--- src/rtl/mux_arb_nto1_if.sv ---
// Handshake bundle between result sources, the N-to-1 selector and its consumer.
interface mux_arb_nto1_if #(
  parameter int DATA_WIDTH = 128,
  parameter int NUM_IN     = 3
);
  localparam int SEL_W = $clog2(NUM_IN);

  logic [NUM_IN-1:0]            in_valid;
  logic [NUM_IN*DATA_WIDTH-1:0] in_data;
  logic [NUM_IN-1:0]            in_ready;
  logic                         out_valid;
  logic [DATA_WIDTH-1:0]        out_data;
  logic [SEL_W-1:0]             out_src;
  logic                         out_ready;

  modport master (
    output in_valid, in_data, out_ready,
    input  in_ready, out_valid, out_data, out_src
  );

  modport slave (
    input  in_valid, in_data, out_ready,
    output in_ready, out_valid, out_data, out_src
  );
endinterface

--- src/rtl/mux_arb_nto1.sv ---
// N-to-1 selector, explicit or round-robin, with a one-entry registered output.
// Optional transfer counter enabled by defining MUX_ARB_PERF_EN.
module mux_arb_nto1 #(
  parameter int DATA_WIDTH = 128,
  parameter int NUM_IN     = 3,
  localparam int SEL_W     = $clog2(NUM_IN)
) (
  input  logic             clk,
  input  logic             rst_n,
  input  logic             rr_mode,
  input  logic [SEL_W-1:0] sel,
  output logic             sel_err,
`ifdef MUX_ARB_PERF_EN
  output logic [31:0]      xfer_count,
  input  logic             count_clr,
`endif
  mux_arb_nto1_if.slave    bus
);

  logic [SEL_W-1:0]      last_q, last_d;
  logic [SEL_W-1:0]      grant;
  logic                  grant_valid;
  logic                  sel_ok;
  logic                  load;
  logic                  drain;
  logic [DATA_WIDTH-1:0] sel_data;
  int                    idx;

  logic                  out_valid_q, out_valid_d;
  logic [DATA_WIDTH-1:0] out_data_q, out_data_d;
  logic [SEL_W-1:0]      out_src_q, out_src_d;
  logic                  sel_err_q, sel_err_d;

  assign sel_ok = int'(sel) < NUM_IN;

  always_comb begin
    grant       = '0;
    grant_valid = 1'b0;
    idx         = 0;
    if (!rr_mode) begin
      grant       = sel;
      grant_valid = sel_ok && bus.in_valid[sel];
    end else begin
      // first valid channel after the last winner
      for (int k = 1; k <= NUM_IN; k++) begin
        idx = (int'(last_q) + k) % NUM_IN;
        if (!grant_valid && bus.in_valid[idx]) begin
          grant       = SEL_W'(idx);
          grant_valid = 1'b1;
        end
      end
    end
  end

  assign sel_data = bus.in_data[int'(grant)*DATA_WIDTH +: DATA_WIDTH];
  assign drain    = out_valid_q && bus.out_ready;
  assign load     = rst_n && grant_valid
                 && (!out_valid_q || bus.out_ready);

  always_comb begin
    bus.in_ready = '0;
    if (load) bus.in_ready[grant] = 1'b1;
  end

  always_comb begin
    out_valid_d = out_valid_q;
    out_data_d  = out_data_q;
    out_src_d   = out_src_q;
    last_d      = last_q;
    sel_err_d   = !rr_mode && !sel_ok;
    if (load) begin
      out_valid_d = 1'b1;
      out_data_d  = sel_data;
      out_src_d   = grant;
      if (rr_mode) last_d = grant;
    end else if (drain) begin
      out_valid_d = 1'b0;
    end
  end

  always_ff @(posedge clk) begin
    if (!rst_n) begin
      out_valid_q <= 1'b0;
      out_data_q  <= '0;
      out_src_q   <= '0;
      sel_err_q   <= 1'b0;
      last_q      <= SEL_W'(NUM_IN - 1);
    end else begin
      out_valid_q <= out_valid_d;
      out_data_q  <= out_data_d;
      out_src_q   <= out_src_d;
      sel_err_q   <= sel_err_d;
      last_q      <= last_d;
    end
  end

  assign bus.out_valid = out_valid_q;
  assign bus.out_data  = out_data_q;
  assign bus.out_src   = out_src_q;
  assign sel_err       = sel_err_q;

`ifdef MUX_ARB_PERF_EN
  logic [31:0] cnt_q, cnt_d;

  always_comb begin
    cnt_d = cnt_q;
    if (count_clr)  cnt_d = '0;
    else if (drain) cnt_d = cnt_q + 32'd1;
  end

  always_ff @(posedge clk) begin
    if (!rst_n) cnt_q <= '0;
    else        cnt_q <= cnt_d;
  end

  assign xfer_count = cnt_q;
`endif

endmodule

--- src/flat_wrapper.sv ---
// flat-port wrapper written by rule: the top's interface ports become plain ports
module mux_arb_nto1_flat 
#(
  parameter int DATA_WIDTH = 128,
  parameter int NUM_IN     = 3,
  localparam int SEL_W     = $clog2(NUM_IN)
)
  (clk, rst_n, rr_mode, sel, sel_err, bus_in_valid, bus_in_data, bus_out_ready, bus_in_ready, bus_out_valid, bus_out_data, bus_out_src);
  mux_arb_nto1_if #(.DATA_WIDTH(DATA_WIDTH), .NUM_IN(NUM_IN)) bus_i ();
  input  logic clk;
  input  logic rst_n;
  input  logic rr_mode;
  input  logic [SEL_W-1:0] sel;
  output logic sel_err;
  input wire logic [$bits(bus_i.in_valid)-1:0] bus_in_valid;
  input wire logic [$bits(bus_i.in_data)-1:0] bus_in_data;
  input wire logic [$bits(bus_i.out_ready)-1:0] bus_out_ready;
  output wire logic [$bits(bus_i.in_ready)-1:0] bus_in_ready;
  output wire logic [$bits(bus_i.out_valid)-1:0] bus_out_valid;
  output wire logic [$bits(bus_i.out_data)-1:0] bus_out_data;
  output wire logic [$bits(bus_i.out_src)-1:0] bus_out_src;
  assign bus_i.in_valid = bus_in_valid;
  assign bus_i.in_data = bus_in_data;
  assign bus_i.out_ready = bus_out_ready;
  assign bus_in_ready = bus_i.in_ready;
  assign bus_out_valid = bus_i.out_valid;
  assign bus_out_data = bus_i.out_data;
  assign bus_out_src = bus_i.out_src;
  mux_arb_nto1 #(.DATA_WIDTH(DATA_WIDTH), .NUM_IN(NUM_IN)) u_core (.clk(clk), .rst_n(rst_n), .rr_mode(rr_mode), .sel(sel), .sel_err(sel_err), .bus(bus_i));
endmodule
--- config.mk ---
export PLATFORM = sky130hd
export DESIGN_NAME = mux_arb_nto1_flat
export DESIGN_NICKNAME = d
export VERILOG_FILES = /design/src/rtl/mux_arb_nto1_if.sv /design/src/rtl/mux_arb_nto1.sv /design/src/flat_wrapper.sv
export SDC_FILE = /design/constraint.sdc
export NUM_CORES = 1
export LEC_CHECK = 0
export BUFFER_PORTS_ARGS = -buffer_cell sky130_fd_sc_hd__buf_4
export CORE_AREA = 3 3 204 206
export CTS_BUF_LIST = sky130_fd_sc_hd__clkbuf_2
export DETAILED_ROUTE_END_ITERATION = 8
export DIE_AREA = 0 0 207 209
export PLACE_DENSITY = 0.5
export SLEW_MARGIN = 20
export SYNTH_ARGS = -nofsm -noshare
export SYNTH_HDL_FRONTEND = slang
export SYNTH_SLANG_ARGS = --single-unit
--- constraint.sdc ---
create_clock -name clk -period 3.55 [get_ports clk]
set_input_delay 0.71 -clock clk [delete_from_list [all_inputs] [get_ports clk]]
set_output_delay 0.71 -clock clk [all_outputs]
set_load 0.02 [all_outputs]
=== Word level (Yosys, flattened, before mapping) ===
Index checks and enable logic that the tools add are counted.

* Flip-flop bits (word level): 134
* Memories: 0
* ROM bits: 0
* Latch bits: 0
* Word-level logic and storage cells: 61
* Output and inout port bits: 135
* Memory bits (writable): 0

* Add/sub/neg operators: 3
* Muxes and demuxes: 26
* Reduce and logical (&&, ||, !) cells: 16
* Order comparisons: 7
* Bitwise logic cells: 0
* Equality and inequality tests: 0
* $mul: 0
* Div/mod/pow operators: 3
* Shift-type cells: 1

{| class="wikitable"
|+ Operators by type and width
! cell !! count
|-
| 384-bit by 10-bit variable part select with 128-bit output || 1
|-
| 32-bit by 4-bit < comparator with 1-bit output (second input constant) || 3
|-
| 32-bit by 3-bit modulo with 32-bit output (second input constant) || 3
|-
| 1-bit two-way mux || 16
|-
| 1-bit binary-select mux with 2-bit select || 4
|-
| 1-bit logical AND || 8
|-
| 2-bit two-way mux || 4
|-
| 2-bit by 2-bit adder with 3-bit output (second input constant) || 2
|-
| 2-bit by 3-bit < comparator with 1-bit output (second input constant) || 2
|-
| 1-bit logical NOT || 5
|-
| 2-bit by 1-bit adder with 3-bit output (second input constant) || 1
|-
| 3-bit two-way mux || 1
|-
| 1-bit demux with 2-bit select || 1
|-
| 2-bit by 1-bit greater-or-equal comparator with 1-bit output (second input constant) || 1
|-
| 2-bit < comparator (second input constant) || 1
|-
| 2-bit AND reduction || 1
|-
| 2-bit nonzero test || 1
|-
| 1-bit logical OR || 1
|}

=== Longest topological paths before layout ===
* Depth in word-level cells: 20
* Gate-level depth with buffers: 12
* Depth with buffers taken out: 8

=== Least setup slack after synthesis ===
OpenSTA, ideal clock, no wires.

* Path kind: input port to output port
* Start: input port bus_in_valid[1]
* End: output port bus_in_ready[1]
* Slack: 0.140 ns
* Required time: 2.840 ns
* Arrival: 2.700 ns
* Stages: 9
* Path through: buf_2 nand2b_1 and3_1 o21a_1 or3_1 buf_2 buf_2 buf_2 nor3_1

* Cells in the longest elaborated chain, start to end: 18

{| class="wikitable"
|+ RTL lines
! what !! RTL line !! source
|-
| start, declared || flat_wrapper.sv:15 || <nowiki>input wire logic [$bits(bus_i.in_valid)-1:0] bus_in_valid;</nowiki>
|-
| 1-bit binary-select mux with 2-bit select || mux_arb_nto1.sv:47 || <nowiki>if (!grant_valid && bus.in_valid[idx]) begin</nowiki>
|-
| 1-bit two-way mux (implied by the code) (2 in a row) || mux_arb_nto1.sv:47 ||
|-
| 1-bit two-way mux || mux_arb_nto1.sv:47 ||
|-
| 1-bit two-way mux || mux_arb_nto1.sv:40 || <nowiki>if (!rr_mode) begin</nowiki>
|-
| 1-bit logical NOT || mux_arb_nto1.sv:47 ||
|-
| 1-bit logical AND || mux_arb_nto1.sv:47 ||
|-
| 1-bit two-way mux || mux_arb_nto1.sv:47 ||
|-
| 1-bit two-way mux || mux_arb_nto1.sv:40 ||
|-
| 1-bit logical NOT || mux_arb_nto1.sv:47 ||
|-
| 1-bit logical AND || mux_arb_nto1.sv:47 ||
|-
| 2-bit two-way mux || mux_arb_nto1.sv:47 ||
|-
| 2-bit two-way mux || mux_arb_nto1.sv:40 ||
|-
| 2-bit by 3-bit < comparator with 1-bit output (implied by the code) or 2-bit by 1-bit greater-or-equal comparator with 1-bit output (tied branches) || mux_arb_nto1.sv:62 || <nowiki>if (load) bus.in_ready[grant] = 1'b1;</nowiki>
|-
| 1-bit logical AND (implied by the code) || mux_arb_nto1.sv:62 ||
|-
| 1-bit two-way mux (implied by the code) || mux_arb_nto1.sv:62 ||
|-
| 1-bit demux with 2-bit select || n/a ||
|-
| 3-bit two-way mux (*) || mux_arb_nto1.sv:62 ||
|-
| end, declared || flat_wrapper.sv:18 || <nowiki>output wire logic [$bits(bus_i.in_ready)-1:0] bus_in_ready;</nowiki>
|}

Every way passes the cells marked *; elsewhere a longest branch is shown, timed or not. The select of a mux whose other input is x is not followed.

=== Final worst setup path ===
* Start: register u_core.last_q[1]
* End: output port bus_in_ready[0]

* Cells in the longest elaborated chain, start to end: 20

{| class="wikitable"
|+ RTL lines
! what !! RTL line !! source
|-
| start, declared || mux_arb_nto1.sv:20 || <nowiki>logic [SEL_W-1:0] last_q, last_d;</nowiki>
|-
| start signal, assigned || mux_arb_nto1.sv:87 || <nowiki>last_q <= SEL_W'(NUM_IN - 1);</nowiki>
|-
| start signal, assigned || mux_arb_nto1.sv:93 || <nowiki>last_q <= last_d;</nowiki>
|-
| 2-bit by 1-bit adder with 3-bit output || mux_arb_nto1.sv:46 || <nowiki>idx = (int'(last_q) + k) % NUM_IN;</nowiki>
|-
| 32-bit by 3-bit modulo with 32-bit output || mux_arb_nto1.sv:46 ||
|-
| 1-bit binary-select mux with 2-bit select || mux_arb_nto1.sv:47 ||
|-
| 1-bit two-way mux (implied by the code) (2 in a row) || mux_arb_nto1.sv:47 ||
|-
| 1-bit two-way mux || mux_arb_nto1.sv:47 ||
|-
| 1-bit two-way mux || mux_arb_nto1.sv:40 ||
|-
| 1-bit logical NOT || mux_arb_nto1.sv:47 ||
|-
| 1-bit logical AND || mux_arb_nto1.sv:47 ||
|-
| (+3 left out) || n/a ||
|-
| 1-bit logical AND || mux_arb_nto1.sv:47 ||
|-
| 2-bit two-way mux || mux_arb_nto1.sv:47 ||
|-
| 2-bit two-way mux || mux_arb_nto1.sv:40 ||
|-
| 2-bit by 3-bit < comparator with 1-bit output (implied by the code) or 2-bit by 1-bit greater-or-equal comparator with 1-bit output (tied branches) || mux_arb_nto1.sv:62 ||
|-
| 1-bit logical AND (implied by the code) || mux_arb_nto1.sv:62 ||
|-
| 1-bit two-way mux (implied by the code) || mux_arb_nto1.sv:62 ||
|-
| 1-bit demux with 2-bit select || n/a ||
|-
| 3-bit two-way mux (*) || mux_arb_nto1.sv:62 ||
|}

Marked as above.

==> impl_metrics.py <==
metrics = {
    "logic_synthesis": {
        "synth_area_leaders": "dfxtp_1, nand3_1, a221o_1",
        "ys_ff_latch": 134,
        "async_flop_share": 0,
        "netlist_area_um2": 9200,
        "syn_nets": 1534,
        "yosys.cell_types.count": 40,
        "synth_edf_count": 0,
        "yosys_warnings": 0,
        "synthFlopType": "dfxtp_1",
        "avgSynthCellArea_um2": 8.09,
        "yosysSeqAreaShare": 0.292,
        "yosys.area.top_type_share": 0.292,
        "netlist_instances": 1137,
        "yosys.area.top_type": "dfxtp_1",
    },
    "clock_tree": {
        "cts.sinks": 134,
        "cts-buffers-inserted": 17,
        "root_buffer": "clkbuf_2",
        "clock_path_buffers": 2,
        "insertion_delay_ps": 890,
        "clk_transition_reported_paths_ps": 240,
        "cts_tree": "built",
        "cts_max_level": 4,
    },
    "setup_path": {
        "cp_data_arrival_time_ps": 3060,
        "cp-endpoint": "bus_in_ready[0]",
        "cp.required_ps": 2840,
        "critical_path.startpoint_type": "flip-flop",
        "crit_start": "u_core.last_q[1]",
        "r2r_end": "u_core.bus.out_data[44]",
        "critPathKind": "reg -> out",
        "reg2reg_slack_ps": 430,
        "timing.rr.start": "u_core.last_q[1]",
        "cp-end-kind": "primary output",
        "ff2ff_path_depth": 12,
        "crit_fanout": 3,
    },
    "run_status": {
        "outcome": "complete, but fails checks",
        "violations": "setup timing",
    },
    "place": {
        "gp_congestion": 0.795,
        "placed_cell_area_um2": 13600,
        "dp_hpwl_mm": 32.5,
        "io_buffer_count": 527,
    },
    "sta": {
        "grt_setup_unrepaired": "true",
        "slew_headroom": 0.288,
        "tns_ps": -503,
        "setup_viol": 3,
        "finalCritPeriodShare": 1.06,
        "skew_ps": 38.2,
        "post-route-min-period_ps": 3770,
        "hold_viol": 0,
        "tightestPinTransition_ps": 1070,
        "setup_slack_ps": -224,
        "fmax_mhz": 265,
        "finalMaxSlewViolations": 0,
    },
    "floorplan": {
        "ios": 528,
        "start_util": 0.231,
        "die_area_um2": 43300,
        "core.rowCount": 73,
        "coreArea_um2": 39800,
        "die_w_um": 207,
        "chipHeight_um": 209,
    },
    "hold_path": {
        "hold_path_class": "in -> reg",
        "hold_path_depth": 3,
    },
    "detailed_routing": {
        "via_per_inst": 5.45,
        "drc": 0,
        "via_count": 12200,
        "drtPass1Iterations": 5,
        "antenna_left": 0,
        "avgRoutedWirePerCell_um": 21.5,
        "drt-total-wl_mm": 48.3,
        "drtIter0Drc": 811,
    },
    "grt": {
        "grt_pass1_wl_mm": 73.1,
        "antenna_found_initial": 2,
        "grt_max_degree": 130,
        "grt_pass1_vias": 12200,
        "grt_remaining_overflow": 0,
        "grt_use_total": 0.211,
    },
    "layout": {
        "final.fill_count": 4038,
        "layout_common_cells": "buf_4, nand3_1, nand2_1, dfxtp_1, dlygate4sd3_1",
        "fin_area_um2": 15400,
        "final_nets": 2106,
        "drive_gt1_frac": 0.365,
        "multi_input_area_um2": 5920,
        "mostFrequentLayoutCell": "buf_4",
        "area_delta_synth_final_pct": 67.5,
        "seq_area_um2": 2690,
        "final_util": 0.387,
    },
    "power": {
        "ir_worst_vdd_mv": 0.170,
        "p_int_w": 0.00324,
        "p_sw_frac": 0.392,
        "powerDensity_nw_per_um2": 346,
        "p_switching_w": 0.00209,
        "clkPwrFrac": 0.179,
        "p_leak_nw": 6.66,
        "pwr-share-comb": 0.470,
        "p_seq_frac": 0.351,
    },
    "run": {
        "maxCapViolCount": 0,
    },
}
[cells in the mapped netlist, drive strengths merged, types with 2 or more instances]
cell / count
nand3: 257
nand2: 136
dfxtp: 134
a2bb2oi: 129
a311oi: 129
a221o: 128
clkbuf: 123
buf: 37
o21ai: 6
nand2b: 5
nor2: 5
nor2b: 5
and3: 4
ha: 4
inv: 4
and2: 3
o22ai: 3
a211oi: 2
a21oi: 2
mux2i: 2
nand3b: 2
nand4b: 2
o21a: 2
or3: 2
[worst min-delay path by stage]
| stage | start | endpoint | slack, ps |
|---|---|---|---|
| floorplan | u_core.last_q[0] | u_core.last_q[0] | 490 |
| global placement | u_core.bus.out_data[45] | u_core.bus.out_data[45] | 470 |
| global route | bus_out_ready | u_core.bus.out_valid | 20 |
| finish | bus_out_ready | u_core.bus.out_valid | 130 |
| detailed placement | u_core.bus.out_data[81] | u_core.bus.out_data[81] | 470 |
| CTS | bus_out_ready | u_core.bus.out_valid | 0.2 |
[layer usage]
layer | global-route usage | wire, µm
met3 | 0.0596 | 3400
met1 | 0.256 | 20000
met4 | 0.0552 | 849
met5 | 0 | 0
met2 | 0.366 | 24000
[stage by stage]
step	cells	power, W	worst slack, ps	hold WS, ps
after floorplan	1137	0.00312	140	492
after global placement	2068	0.00421	435	470
after detailed placement	2068	0.00424	431	469
after CTS	2241	0.00536	-334	0.180
after global routing	2249	0.00562	-396	17.0
final	2249	0.00533	-224	133
[cell type report]
class / count / area share
Antenna cell: 2 / 0.000325
Inverter: 4 / 0.000974
Sequential cell: 134 / 0.175
Clock inverter: 15 / 0.00771
Multi-Input combinational cell: 839 / 0.384
Clock buffer: 17 / 0.00552
Timing Repair Buffer: 713 / 0.384
Tap cell: 525 / 0.0426
[state kept, by name (all words and copies together), names as in the netlist]
name / flops
u_core.last_q: 2
u_core.bus.out_src: 2
u_core.bus.out_valid: 1
u_core.sel_err: 1
u_core.bus.out_data: 128
[critical path: stages, from the launching register on]
cell and delay [ps]:
dfxtp_4 400, buf_12 130, ha_4 150, nand2b_4 140, and3_4 170, o21a_1 180, or3_4 420, or3_4 400
nor2_4 100, buf_6 120
[power by group through the flow]
stage                     Sequential, W  Clock, W  Combinational [W]
after global routing            0.00190   0.00105            0.00268
after detailed placement        0.00190         0            0.00234
after CTS                       0.00187  0.000995            0.00249
after global placement          0.00190         0            0.00231
after floorplan                 0.00215         0           0.000973
final                           0.00187  0.000954            0.00250
[kinds of logic (layout without fill, tap and decap cells)]
group           Yosys count  count (layout)  synth area share
simple gates            425             425             0.219
other cells               0               2                 0
compound gates          407             407             0.401
flops                   134             134             0.292
buf+inv                 164             749            0.0797
mux                       3               3           0.00340
fa+ha+maj                 4               4           0.00544
[timing repair]
action,CTS,global route
setup endpoints to repair,3,3
hold endpoints to repair,134,0
gates resized for setup,20,8
hold buffers,131,0
buffers inserted,10,6
pin swaps,7,8
Note: power is estimated with default switching activity, not from simulation.
